`src/rtl/memmu_write_arbiter_if.sv`:
```
// rtl/memmu_write_arbiter_if.sv - producer and memory-port bundle for memmu_write_arbiter
interface memmu_write_arbiter_if #(
  parameter int NUM_CH    = 2,
  parameter int ADDR_W    = 32,
  parameter int PAYLOAD_W = 64
);
  localparam int CH_W = (NUM_CH > 1) ? $clog2(NUM_CH) : 1;

  logic [NUM_CH-1:0]           i_CH_valid;
  logic [NUM_CH-1:0]           o_CH_ready;
  logic [NUM_CH*ADDR_W-1:0]    i_CH_address;
  logic [NUM_CH*PAYLOAD_W-1:0] i_CH_payload;
  logic [NUM_CH-1:0]           i_CH_enable;
  logic                        o_MemMU_writeValid;
  logic                        i_MEM_writeReady;
  logic [ADDR_W-1:0]           o_MemMU_writeAddress;
  logic [PAYLOAD_W-1:0]        o_MemMU_writePayload;
  logic [CH_W-1:0]             o_MemMU_writeChannel;
  logic [NUM_CH-1:0]           o_MemMU_fifoFull;
  logic [31:0]                 o_MemMU_writeCount;

  // slave = the arbiter itself; master = producers plus memory
  modport slave (
    input  i_CH_valid, i_CH_address, i_CH_payload, i_CH_enable, i_MEM_writeReady,
    output o_CH_ready, o_MemMU_writeValid, o_MemMU_writeAddress, o_MemMU_writePayload,
           o_MemMU_writeChannel, o_MemMU_fifoFull, o_MemMU_writeCount
  );

  modport master (
    output i_CH_valid, i_CH_address, i_CH_payload, i_CH_enable, i_MEM_writeReady,
    input  o_CH_ready, o_MemMU_writeValid, o_MemMU_writeAddress, o_MemMU_writePayload,
           o_MemMU_writeChannel, o_MemMU_fifoFull, o_MemMU_writeCount
  );
endinterface

```
`src/rtl/memmu_write_arbiter.sv`:
```
// rtl/memmu_write_arbiter.sv - per-channel write FIFOs arbitrated onto one registered memory write port
module memmu_write_arbiter #(
  parameter int NUM_CH     = 2,
  parameter int ADDR_W     = 32,
  parameter int PAYLOAD_W  = 64,
  parameter int FIFO_DEPTH = 4,
  parameter int ARB_MODE   = 0
) (
  input logic                  i_SYSTEM_clk,
  input logic                  i_SYSTEM_rst,
  memmu_write_arbiter_if.slave bus
);
  localparam int CH_W   = (NUM_CH > 1) ? $clog2(NUM_CH) : 1;
  localparam int PTR_W  = $clog2(FIFO_DEPTH);
  localparam int CNT_W  = PTR_W + 1;
  localparam int BEAT_W = ADDR_W + PAYLOAD_W;

  logic [BEAT_W-1:0]    fifo_mem [NUM_CH][FIFO_DEPTH];
  logic [PTR_W-1:0]     wr_ptr   [NUM_CH];
  logic [PTR_W-1:0]     rd_ptr   [NUM_CH];
  logic [CNT_W-1:0]     occ      [NUM_CH];

  logic [NUM_CH-1:0]    full;
  logic [NUM_CH-1:0]    eligible;
  logic [NUM_CH-1:0]    ch_ready;
  logic [NUM_CH-1:0]    push;
  logic [NUM_CH-1:0]    pop;
  logic [CH_W-1:0]      rr_ptr;
  logic [CH_W-1:0]      grant;
  logic                 grant_valid;
  logic                 out_free;
  logic [BEAT_W-1:0]    head;

  logic                 out_valid;
  logic [ADDR_W-1:0]    out_addr;
  logic [PAYLOAD_W-1:0] out_payload;
  logic [CH_W-1:0]      out_ch;
  logic [31:0]          write_count;

  function automatic logic [CH_W-1:0] rr_index(input logic [CH_W-1:0] base, input int step);
    int s;
    s = (int'(base) + step) % NUM_CH;
    return CH_W'(s);
  endfunction

  always_comb begin
    full     = '0;
    eligible = '0;
    for (int k = 0; k < NUM_CH; k++) begin
      full[k]     = (occ[k] == CNT_W'(FIFO_DEPTH));
      eligible[k] = (occ[k] != '0) & bus.i_CH_enable[k];
    end
  end

  // Ready comes only from registered occupancy, so a full FIFO refuses a push even while it pops.
  assign ch_ready = ~full & {NUM_CH{i_SYSTEM_rst}};
  assign push     = bus.i_CH_valid & ch_ready;
  assign out_free = ~out_valid | bus.i_MEM_writeReady;

  // Loops run against search order so the last hit written is the winner.
  always_comb begin
    grant       = '0;
    grant_valid = 1'b0;
    if (ARB_MODE == 0) begin
      for (int k = NUM_CH - 1; k >= 0; k--) begin
        if (eligible[k]) begin
          grant       = CH_W'(k);
          grant_valid = 1'b1;
        end
      end
    end else begin
      for (int i = NUM_CH; i >= 1; i--) begin
        if (eligible[rr_index(rr_ptr, i)]) begin
          grant       = rr_index(rr_ptr, i);
          grant_valid = 1'b1;
        end
      end
    end
  end

  assign pop  = (out_free & grant_valid) ? (NUM_CH'(1) << grant) : '0;
  assign head = fifo_mem[grant][rd_ptr[grant]];

  always_ff @(posedge i_SYSTEM_clk) begin
    for (int k = 0; k < NUM_CH; k++) begin
      if (push[k]) begin
        fifo_mem[k][wr_ptr[k]] <= {bus.i_CH_address[k*ADDR_W +: ADDR_W],
                                   bus.i_CH_payload[k*PAYLOAD_W +: PAYLOAD_W]};
      end
    end
  end

  always_ff @(posedge i_SYSTEM_clk) begin
    if (!i_SYSTEM_rst) begin
      for (int k = 0; k < NUM_CH; k++) begin
        wr_ptr[k] <= '0;
        rd_ptr[k] <= '0;
        occ[k]    <= '0;
      end
    end else begin
      for (int k = 0; k < NUM_CH; k++) begin
        if (push[k]) wr_ptr[k] <= wr_ptr[k] + PTR_W'(1);
        if (pop[k])  rd_ptr[k] <= rd_ptr[k] + PTR_W'(1);
        occ[k] <= occ[k] + CNT_W'(push[k]) - CNT_W'(pop[k]);
      end
    end
  end

  // Address/payload/channel only move on a grant, so they hold through stalls and idle cycles.
  always_ff @(posedge i_SYSTEM_clk) begin
    if (!i_SYSTEM_rst) begin
      out_valid   <= 1'b0;
      out_addr    <= '0;
      out_payload <= '0;
      out_ch      <= '0;
      rr_ptr      <= CH_W'(NUM_CH - 1);
      write_count <= '0;
    end else begin
      if (out_valid & bus.i_MEM_writeReady) write_count <= write_count + 32'd1;
      if (out_free) begin
        out_valid <= grant_valid;
        if (grant_valid) begin
          out_addr    <= head[BEAT_W-1 -: ADDR_W];
          out_payload <= head[PAYLOAD_W-1:0];
          out_ch      <= grant;
          rr_ptr      <= grant;
        end
      end
    end
  end

  assign bus.o_CH_ready           = ch_ready;
  assign bus.o_MemMU_fifoFull     = full & {NUM_CH{i_SYSTEM_rst}};
  assign bus.o_MemMU_writeValid   = out_valid;
  assign bus.o_MemMU_writeAddress = out_addr;
  assign bus.o_MemMU_writePayload = out_payload;
  assign bus.o_MemMU_writeChannel = out_ch;
  assign bus.o_MemMU_writeCount   = write_count;
endmodule

```
`src/flat_wrapper.sv`:
```
// flat-port wrapper written by rule: the top's interface ports become plain ports
module memmu_write_arbiter_flat 
#(
  parameter int NUM_CH     = 2,
  parameter int ADDR_W     = 32,
  parameter int PAYLOAD_W  = 64,
  parameter int FIFO_DEPTH = 4,
  parameter int ARB_MODE   = 0
)
  (i_SYSTEM_clk, i_SYSTEM_rst, bus_i_CH_valid, bus_i_CH_address, bus_i_CH_payload, bus_i_CH_enable, bus_i_MEM_writeReady, bus_o_CH_ready, bus_o_MemMU_writeValid, bus_o_MemMU_writeAddress, bus_o_MemMU_writePayload, bus_o_MemMU_writeChannel, bus_o_MemMU_fifoFull, bus_o_MemMU_writeCount);
  memmu_write_arbiter_if #(.NUM_CH(NUM_CH), .ADDR_W(ADDR_W), .PAYLOAD_W(PAYLOAD_W)) bus_i ();
  input logic i_SYSTEM_clk;
  input logic i_SYSTEM_rst;
  input wire logic [$bits(bus_i.i_CH_valid)-1:0] bus_i_CH_valid;
  input wire logic [$bits(bus_i.i_CH_address)-1:0] bus_i_CH_address;
  input wire logic [$bits(bus_i.i_CH_payload)-1:0] bus_i_CH_payload;
  input wire logic [$bits(bus_i.i_CH_enable)-1:0] bus_i_CH_enable;
  input wire logic [$bits(bus_i.i_MEM_writeReady)-1:0] bus_i_MEM_writeReady;
  output wire logic [$bits(bus_i.o_CH_ready)-1:0] bus_o_CH_ready;
  output wire logic [$bits(bus_i.o_MemMU_writeValid)-1:0] bus_o_MemMU_writeValid;
  output wire logic [$bits(bus_i.o_MemMU_writeAddress)-1:0] bus_o_MemMU_writeAddress;
  output wire logic [$bits(bus_i.o_MemMU_writePayload)-1:0] bus_o_MemMU_writePayload;
  output wire logic [$bits(bus_i.o_MemMU_writeChannel)-1:0] bus_o_MemMU_writeChannel;
  output wire logic [$bits(bus_i.o_MemMU_fifoFull)-1:0] bus_o_MemMU_fifoFull;
  output wire logic [$bits(bus_i.o_MemMU_writeCount)-1:0] bus_o_MemMU_writeCount;
  assign bus_i.i_CH_valid = bus_i_CH_valid;
  assign bus_i.i_CH_address = bus_i_CH_address;
  assign bus_i.i_CH_payload = bus_i_CH_payload;
  assign bus_i.i_CH_enable = bus_i_CH_enable;
  assign bus_i.i_MEM_writeReady = bus_i_MEM_writeReady;
  assign bus_o_CH_ready = bus_i.o_CH_ready;
  assign bus_o_MemMU_writeValid = bus_i.o_MemMU_writeValid;
  assign bus_o_MemMU_writeAddress = bus_i.o_MemMU_writeAddress;
  assign bus_o_MemMU_writePayload = bus_i.o_MemMU_writePayload;
  assign bus_o_MemMU_writeChannel = bus_i.o_MemMU_writeChannel;
  assign bus_o_MemMU_fifoFull = bus_i.o_MemMU_fifoFull;
  assign bus_o_MemMU_writeCount = bus_i.o_MemMU_writeCount;
  memmu_write_arbiter #(.NUM_CH(NUM_CH), .ADDR_W(ADDR_W), .PAYLOAD_W(PAYLOAD_W), .FIFO_DEPTH(FIFO_DEPTH), .ARB_MODE(ARB_MODE)) u_core (.i_SYSTEM_clk(i_SYSTEM_clk), .i_SYSTEM_rst(i_SYSTEM_rst), .bus(bus_i));
endmodule
```
`config.mk`:
```
export PLATFORM = sky130hd
export DESIGN_NAME = memmu_write_arbiter_flat
export DESIGN_NICKNAME = d
export VERILOG_FILES = /design/src/rtl/memmu_write_arbiter_if.sv /design/src/rtl/memmu_write_arbiter.sv /design/src/flat_wrapper.sv
export SDC_FILE = /design/constraint.sdc
export NUM_CORES = 1
export LEC_CHECK = 0
export ABC_AREA = 1
export ABC_CLOCK_PERIOD_IN_PS = 10450
export CAP_MARGIN = 20
export CORE_MARGIN = 2
export CORE_UTILIZATION = 55
export DETAILED_ROUTE_END_ITERATION = 10
export PLACE_DENSITY = 0.83
export SLEW_MARGIN = 0
export SYNTH_ARGS = -nofsm -noshare
export SYNTH_HDL_FRONTEND = slang
export SYNTH_SLANG_ARGS = --single-unit
```
`constraint.sdc`:
```
create_clock -name i_SYSTEM_clk -period 10.45 [get_ports i_SYSTEM_clk]
set_clock_uncertainty 0.1 [all_clocks]
set_input_delay 1.045 -clock i_SYSTEM_clk [delete_from_list [all_inputs] [get_ports i_SYSTEM_clk]]
set_output_delay 1.045 -clock i_SYSTEM_clk [all_outputs]
set_load 0.03 [all_outputs]
```
Yosys cells after proc, flatten, opt, wreduce, memory -nomap -nowiden --
Memory sizes are Yosys's and may differ from the RTL's. Index checks and enable logic that the tools add are counted.
Storage, ports and cells: output and inout port bits 134, memories kept 4, bits in writable memories 782, register bits after elaboration 130, logic and storage cells 83, input bits 199
Memory list:
- u_core.fifo_mem | depth 2, bits a word 384, read ports 1, clocked after Yosys merged registers in 0, write ports 2, RTL line memmu_write_arbiter.sv:18 | logic [BEAT_W-1:0] fifo_mem [NUM_CH][FIFO_DEPTH];
- u_core.occ | depth 2, bits a word 3, read ports 2, clocked after Yosys merged registers in 0, write ports 2, RTL line memmu_write_arbiter.sv:21 | logic [CNT_W-1:0] occ [NUM_CH];
- u_core.rd_ptr | depth 2, bits a word 2, read ports 3, clocked after Yosys merged registers in 0, write ports 2, RTL line memmu_write_arbiter.sv:20 | logic [PTR_W-1:0] rd_ptr [NUM_CH];
- u_core.wr_ptr | depth 2, bits a word 2, read ports 2, clocked after Yosys merged registers in 0, write ports 2, RTL line memmu_write_arbiter.sv:19 | logic [PTR_W-1:0] wr_ptr [NUM_CH];
Cells by class: $lt $le $gt $ge 5, shifts and indexed selects 1, multiplexer cells 33, add/sub/neg operators 9, reduce and logical (&&, ||, !) cells 5, bitwise logic cells 19, eq/ne operators 2
Operators by type and width (count):
- $mux 384 | 2
- $demux 96 s2 | 2
- $mux 96 | 4
- $bmux 96 s2 | 1
- $add 32x1->32 const B | 1
- $mux 1 | 17
- $mux 2 | 5
- $ge 3x3->1 const B | 3
- $not 2->3 | 3
- $add 2x1->2 const B | 4
- $or 1x1->1 | 7
- $add 3x1->3 | 2
- $and 2x2->2 | 3
- $eq 3x3->1 const B | 2
- $lt 3x1->1 const B | 2
- $mux 3 | 2
- $reduce_bool 3->1 | 2
- $sub 3x1->3 | 2
- $and 1x1->1 | 4
- $logic_and 1x1->1 | 2
- $not 2->2 | 1
- $reduce_and 2->1 | 1
- $shl 1x1->2 const A | 1
- $not 1->1 | 1

Longest topological paths before layout --
Gate-level depths: netlist of the first run.
depth in word-level cells 10, mapped depth 15, mapped depth without buffers 12

Worst setup path after synthesis of the first run --
No wires, ideal clock.
path type input-to-reg, start input port i_SYSTEM_rst, end memory u_core.fifo_mem[0][0] in the netlist's numbering (enable), setup time 552 ps, path buffers 1, arrival 6321 ps, cell stages on the path 5, data required time 9798 ps, path slack 3477 ps, cells stage by stage clkbuf_1 > inv_2 > a31oi_1 > nand2_1 > nor2_1
RTL lines:
- start: declaration | RTL line flat_wrapper.sv:13 | input logic i_SYSTEM_rst;
- end: declaration | RTL line memmu_write_arbiter.sv:18

==> flow_summary_export.csv, run 1 <==
group,metric,value,unit
synthesis,seq_area_frac_synth,68.03,%
layout,drive_above_1_share,4.764,%
sta,fmax,0.1858,GHz
pwr,power_per_cell_area,267.3,nW/um^2
route,avgViaCountPerCell,5.565,
die,num_io_pins,333,
die,fp.dieH,267.7,um
synthesis,avgSynthCellArea,9.870,sq um
sta,fin_crit_sh,51.51,%
global_routing,grt_pass1_vias,27310,
synthesis,yosysTopAreaCell,"edfxtp_1",
worst_setup_path,start_kind,"input port",
sta,rsz0062_at_grt,"no",
synthesis,mappedNetlistNets,4090,
layout,post-route-util,66.03,%
global_routing,grt_max_degree,195,
synthesis,ys_async_sr_fraction,0,%
pwr,p_sw_share,38.14,%
placed_design,finalWeightedCongestion,0.9011,
clock_network,cts_sinks,912,
pwr,p_int,7502,uW
global_routing,grt_first_pass_wirelength,153400,um
clock_network,cts_made_buffers,92,
sta,worst_slack,5.068,ns
layout,synthToLayoutAreaGrowth,18.58,%
sta,period_minus_slack,5.382,ns
die,die_x,267.7,um
synthesis,synthesis.area,38250,sq um
pwr,peakVddDrop,0.0002688,V
worst_setup_path,rr_worst_depth,13,
min_path,holdPathEnd,"u_core.bus.o_MemMU_writeCount[28]",
min_path,hp-start,"u_core.bus.o_MemMU_writeCount[28]",
sta,tns,0,ns
route,wire_per_inst,19.94,um
placed_design,port_buffers,332,
synthesis,synth_top_cells_by_area,"edfxtp_1 (61%), nand2_1 (17%), dfxtp_1 (7.1%)",
clock_network,holdBufCountCts,0,
synthesis,syn_inst,3876,
clock_network,clock_path_buffers,3,
sta,worst_pin_slew,1.173,ns
route,wirelength,102500,um
die,coreArea,68710,sq um
clock_network,clk-insertion-delay-late,0.67,ns
route,vias,28600,
synthesis,ys_warn_count,0,
global_routing,overflow,0,
global_routing,antenna_found_initial,20,
synthesis,synth_edf_count,776,
pwr,p_sw,4625,uW
layout,fin_area,45360,sq um
worst_setup_path,cp-end-kind,"flop",
clock_network,clk_pin_slew,0.06,ns
layout,fin_nets,4332,
worst_setup_path,required,10.63,ns
pwr,p_leak,0.01867,uW
clock_network,postCtsResizedCells,0,
layout,final_common_cell,"nand2_1",
synthesis,ys_types,30,
route,drt-pass1-iter-count,6,
sta,setup_viol,0,
sta,slew-limit-headroom,21.79,%
clock_network,htree_num_levels,3,
sta,drv_slew,0,
worst_setup_path,r2r-end,"u_core.bus.o_MemMU_writeAddress[7]",
min_path,min_path_cells,2,
pwr,seqPwrFrac,37.5,%
pwr,power_frac_clock,27.2,%
synthesis,synth_top_area_share,60.91,%
worst_setup_path,r2r_start,"u_core.occ[0][1]",
placed_design,dp_hpwl,56140,um
route,ant_nets,0,
layout,layout_common_cells,"nand2_1 (1,713), edfxtp_1 (776), nand3_1 (501)",
min_path,min_path_type,"flop to flop",
worst_setup_path,criticalPathCategory,"input port to flop",
sta,finalHoldViolCount,0,
worst_setup_path,rrSetupSlack,6.18,ns
placed_design,dpl-instance-area,42170,sq um
clock_network,cts_tree,"done",
route,drc,0,
global_routing,grt_use_total,28.13,%
clock_network,postCtsSetupRepairBufs,0,
run_status,status,"finished clean",
pwr,power.share.combinational,35.4,%
die,num_rows,96,
route,initialDrtViolationCount,3133,
worst_setup_path,critPathMaxFanout,75,
die,die_area,71680,sq um
synthesis,synthFlopType,"edfxtp_1",
die,initial_core_util,55.68,%
synthesis,synth_seq_cells,912,
worst_setup_path,worstPathArrival,5.56,ns
placed_design,pre_cts_ws,4.391,ns
job,maxCapViolCount,0,
clock_network,cts_root_buf,"clkbuf_16",
==> how the worst max path moves through the flow <==
stage | from | to | depth (start not counted)
after floorplan | i_SYSTEM_rst | u_core.fifo_mem[0][0] | 5
after global placement | i_SYSTEM_rst | u_core.fifo_mem[0][129] | 8
after detailed placement | i_SYSTEM_rst | u_core.fifo_mem[0][129] | 8
after CTS | i_SYSTEM_rst | u_core.fifo_mem[0][179] | 8
after global routing | i_SYSTEM_rst | u_core.fifo_mem[0][124] | 8
final | i_SYSTEM_rst | u_core.fifo_mem[0][115] | 8
==> synth_stat cells, drive strengths merged (2+ instances only) <==
cell type     n
xor2          6
nor3         20
xnor2         2
o21ai        16
buf         131
nand3       501
nand2      1717
nand4         4
nor3b         2
nor2        248
fa            2
a21oi        25
ha           13
o21a          2
inv         174
edfxtp      776
dfxtp       136
a211oi        2
clkbuf       94
nor4          2
==> per-stage QoR <==
step | hold slack (ns) | instances | total power [uW]
CTS | 0.3865 | 5124 | 12070
detailed placement | 0.3774 | 4950 | 8780
global route | 0.4193 | 5136 | 12750
floorplan | 0.4743 | 3876 | 7476
global placement | 0.3745 | 4949 | 8676
finish | 0.3900 | 5138 | 12130
==> power by group through the flow <==
stage | combinational (uW) | sequential, uW | clock, uW
CTS | 4210 | 4540 | 3320
finish | 4290 | 4540 | 3290
global placement | 4070 | 4610 | 0
floorplan | 2590 | 4890 | 0
global route | 4730 | 4570 | 3450
detailed placement | 4170 | 4610 | 0
==> worst max-delay path, stage by stage <==
cell and delay, ns:
clkdlybuf4s50_1 0.46, buf_4 0.32, inv_4 0.44, a31oi_1 0.46
nand2_1 0.39, nor2_4 0.96, buf_4 0.67, buf_4 0.75
==> layout make-up <==
cell class / count / area (sq um)
well taps: 931 / 1165
diodes: 9 / 22.52
multi-input cells: 2565 / 10710
repair buffers: 373 / 3749
fillers: 4970 / 23340
clock buffers: 118 / 2471
inverters: 174 / 658.1
clock inverters: 56 / 568.0
flip-flops and latches: 912 / 26030
==> state kept, by name, summed over array words and instances (netlist names) <==
| register | cells |
|---|---|
| u_core.occ | 6 |
| u_core.bus.o_MemMU_writeCount | 32 |
| u_core.rd_ptr | 4 |
| u_core.bus.o_MemMU_writeAddress | 32 |
| u_core.fifo_mem | 768 |
| u_core.bus.o_MemMU_writeValid | 1 |
| u_core.bus.o_MemMU_writeChannel | 1 |
| u_core.bus.o_MemMU_writePayload | 64 |
| u_core.wr_ptr | 4 |
==> kinds of logic (layout without fill, tap and decap cells) <==
group                      after synthesis  count (layout)  share of synthesized area [%]
AOI/OAI and AO/OA                       46              46                         0.6705
xor gates and xnor gates                 8               8                         0.1832
adders and majority gates               15              15                         0.5299
buffers and inverters                  399             721                          4.301
DFF                                    912             912                          68.03
other                                    0               9                              0
and+or+nand+nor                       2496            2496                          26.28
==> layer usage <==
metal	GRT usage (%)	vias to the layer above	part of all wire, %	wire length [um]
met3	4.893	235	9.9	10190
met1	36.54	13510	38	38460
met5	0	-	0.13	136
li1	-	13250	-	-
met4	11.37	22	3.1	3148
met2	47.25	1580	49	50520
(Power assumes the default switching activity.)
==> inputs of run 2 (changes only) <==
--- a/config.mk
+++ b/config.mk
@@ -6,10 +6,10 @@
 export NUM_CORES = 1
 export LEC_CHECK = 0
 export ABC_AREA = 1
-export ABC_CLOCK_PERIOD_IN_PS = 10450
+export ABC_CLOCK_PERIOD_IN_PS = 4330
 export CAP_MARGIN = 20
 export CORE_MARGIN = 2
-export CORE_UTILIZATION = 55
+export CORE_UTILIZATION = 52
 export DETAILED_ROUTE_END_ITERATION = 10
 export PLACE_DENSITY = 0.83
 export SLEW_MARGIN = 0
==> constraint.sdc (replaced) <==
create_clock -name i_SYSTEM_clk -period 4.33 [get_ports i_SYSTEM_clk]
set_clock_uncertainty 0.1 [all_clocks]
set_input_delay 0.433 -clock i_SYSTEM_clk [delete_from_list [all_inputs] [get_ports i_SYSTEM_clk]]
set_output_delay 0.433 -clock i_SYSTEM_clk [all_outputs]
set_load 0.03 [all_outputs]
==> flow_summary_export.csv, run 2 (synthesized netlist as in run 1, its figures left out) <==
group,metric,value,unit
run_status,status,"finished clean",
clock_network,cts_root_buf,"clkbuf_16",
route,drc,0,
die,fp.dieH,275.2,um
clock_network,clk-insertion-delay-late,0.65,ns
layout,final_common_cell,"nand2_1",
clock_network,clock_path_buffers,3,
global_routing,grt_pass1_vias,26760,
sta,drv_slew,0,
sta,fmax,0.3001,GHz
worst_setup_path,cp-end-kind,"flop",
clock_network,cts_sinks,912,
global_routing,grt_use_total,25.62,%
global_routing,grt_use_met3,4.854,%
worst_setup_path,critPathMaxFanout,65,
job,maxCapViolCount,0,
pwr,p_leak,0.01859,uW
global_routing,grt_most_used_layer,"met2",
pwr,power_per_cell_area,634.7,nW/um^2
clock_network,cts_tree,"done",
placed_design,placed_cells,4981,
sta,fin_crit_sh,76.96,%
min_path,holdPathEnd,"u_core.fifo_mem[1][31]",
route,initialDrtViolationCount,2655,
route,wirelength,98020,um
placed_design,pre_cts_ws,0.8261,ns
sta,rsz0062_at_grt,"no",
min_path,min_path_cells,1,
worst_setup_path,crit_path_start,"u_core.occ[0][1]",
layout,fin_nets,4328,
die,die_area,75750,sq um
layout,drive_above_1_share,4.463,%
clock_network,htree_num_levels,3,
route,wire_per_inst,18.99,um
global_routing,grt_first_pass_wirelength,148400,um
sta,slew-limit-headroom,19.97,%
sta,finalHoldViolCount,0,
layout,largest_register_ffs,768,
sta,period_minus_slack,3.332,ns
route,vias,27890,
worst_setup_path,worstPathArrival,3.83,ns
die,die_x,275.2,um
clock_network,holdBufCountCts,0,
global_routing,grt_use_met1,32.57,%
global_routing,grt_max_degree,233,
worst_setup_path,rr_worst_depth,13,
layout,synthToLayoutAreaGrowth,18.54,%
sta,setup_viol,0,
worst_setup_path,r2r-end,"u_core.bus.o_MemMU_writePayload[33]",
min_path,min_path_type,"input port to flop",
layout,instances_no_fill,5161,
global_routing,overflow,0,
placed_design,dp_hpwl,51820,um
route,drt-pass1-iter-count,6,
sta,worst_pin_slew,1.200,ns
global_routing,antenna_found_initial,22,
worst_setup_path,r2r_start,"u_core.occ[0][1]",
die,num_rows,99,
worst_setup_path,criticalPathCategory,"flop to flop",
die,initial_core_util,52.52,%
pwr,peakVddDrop,0.0008132,V
clock_network,clk_pin_slew,0.06,ns
global_routing,use_met2,42.94,%
die,coreArea,72830,sq um
worst_setup_path,required,4.83,ns
clock_network,cts_made_buffers,90,
die,num_io_pins,333,
route,avgViaCountPerCell,5.403,
placed_design,port_buffers,332,
min_path,hp-start,"bus_i_CH_payload[95]",
worst_setup_path,start_kind,"flop",
layout,layout_common_cells,"nand2_1 (1,713), edfxtp_1 (776), nand3_1 (501)",
sta,worst_slack,0.9975,ns
route,ant_nets,0,
worst_setup_path,rrSetupSlack,1.0,ns
clock_network,postCtsResizedCells,0,
placed_design,finalWeightedCongestion,0.8969,
clock_network,postCtsSetupRepairBufs,0,
==> run 2: cell count changes in the layout (fill, tap and decap cells not counted), moves of 3 or more <==
cell       before  now
clkbuf_16      93   90
buf_12          3   21
bufinv_16       8    5
diode_2         9   12
clkinv_2       21   15
buf_4          34   18
buf_16          4    0
clkbuf_1       20   27
==> run 2: metal layers <==
layer  up-vias  part of all wire, %
met5         -                 0.12
li1      13240                    -
met3       224                  9.1
met4        20                  3.0
met2      1273                   49
met1     13130                   39
==> run 2: critical path, stage by stage, from the launching register on <==
cell and delay [ns]:
dfxtp_1 0.31, inv_1 0.12, nand3_1 0.22, nand2_8 0.36
buf_4 0.61, buf_4 0.72, nand3_1 0.17, nand2_1 0.12
nand2_1 0.07, nand2_1 0.11, nand2_1 0.06, nand3_1 0.13
nand2_1 0.08, inv_1 0.06
==> run 2: final cells by class <==
| cell class | instances | area, sq um |
|---|---|---|
| repair buffers | 371 | 3879 |
| multi-input cells | 2565 | 10710 |
| flip-flops and latches | 912 | 26030 |
| fillers | 5603 | 27490 |
| well taps | 959 | 1200 |
| diodes | 12 | 30.03 |
| clock inverters | 43 | 392.9 |
| clock buffers | 125 | 2457 |
| inverters | 174 | 658.1 |
==> run 2: worst max-delay path by stage <==
stage	to	slack, ns	depth (start not counted)
after floorplan	u_core.fifo_mem[0][0]	-0.48	5
after global placement	u_core.bus.o_MemMU_writeAddress[2]	0.92	12
after detailed placement	u_core.bus.o_MemMU_writePayload[63]	0.83	12
after CTS	u_core.bus.o_MemMU_writePayload[33]	1.06	13
after global routing	u_core.bus.o_MemMU_writePayload[42]	0.75	13
final	u_core.bus.o_MemMU_writePayload[33]	1.0	13
==> run 2: stage by stage <==
step	hold slack (ns)	cell area, sq um	TNS, ns	util [%]	total power (uW)
6_report	0.3236	45350	0	62.26	28780
3_5_place_dp	0.3592	42470	0	58.31	21270
5_1_grt	0.3120	45350	0	62.26	30400
3_3_place_gp	0.3567	42470	0	58.31	21030
2_1_floorplan	0.4319	38280	-317.53	-	18020
4_1_cts	0.2796	45320	0	62.22	28870
==> run 2: power breakdown <==
group	switching, uW	internal (uW)
sequential	437	10500
combinational	7200	3140
clock	3260	4290
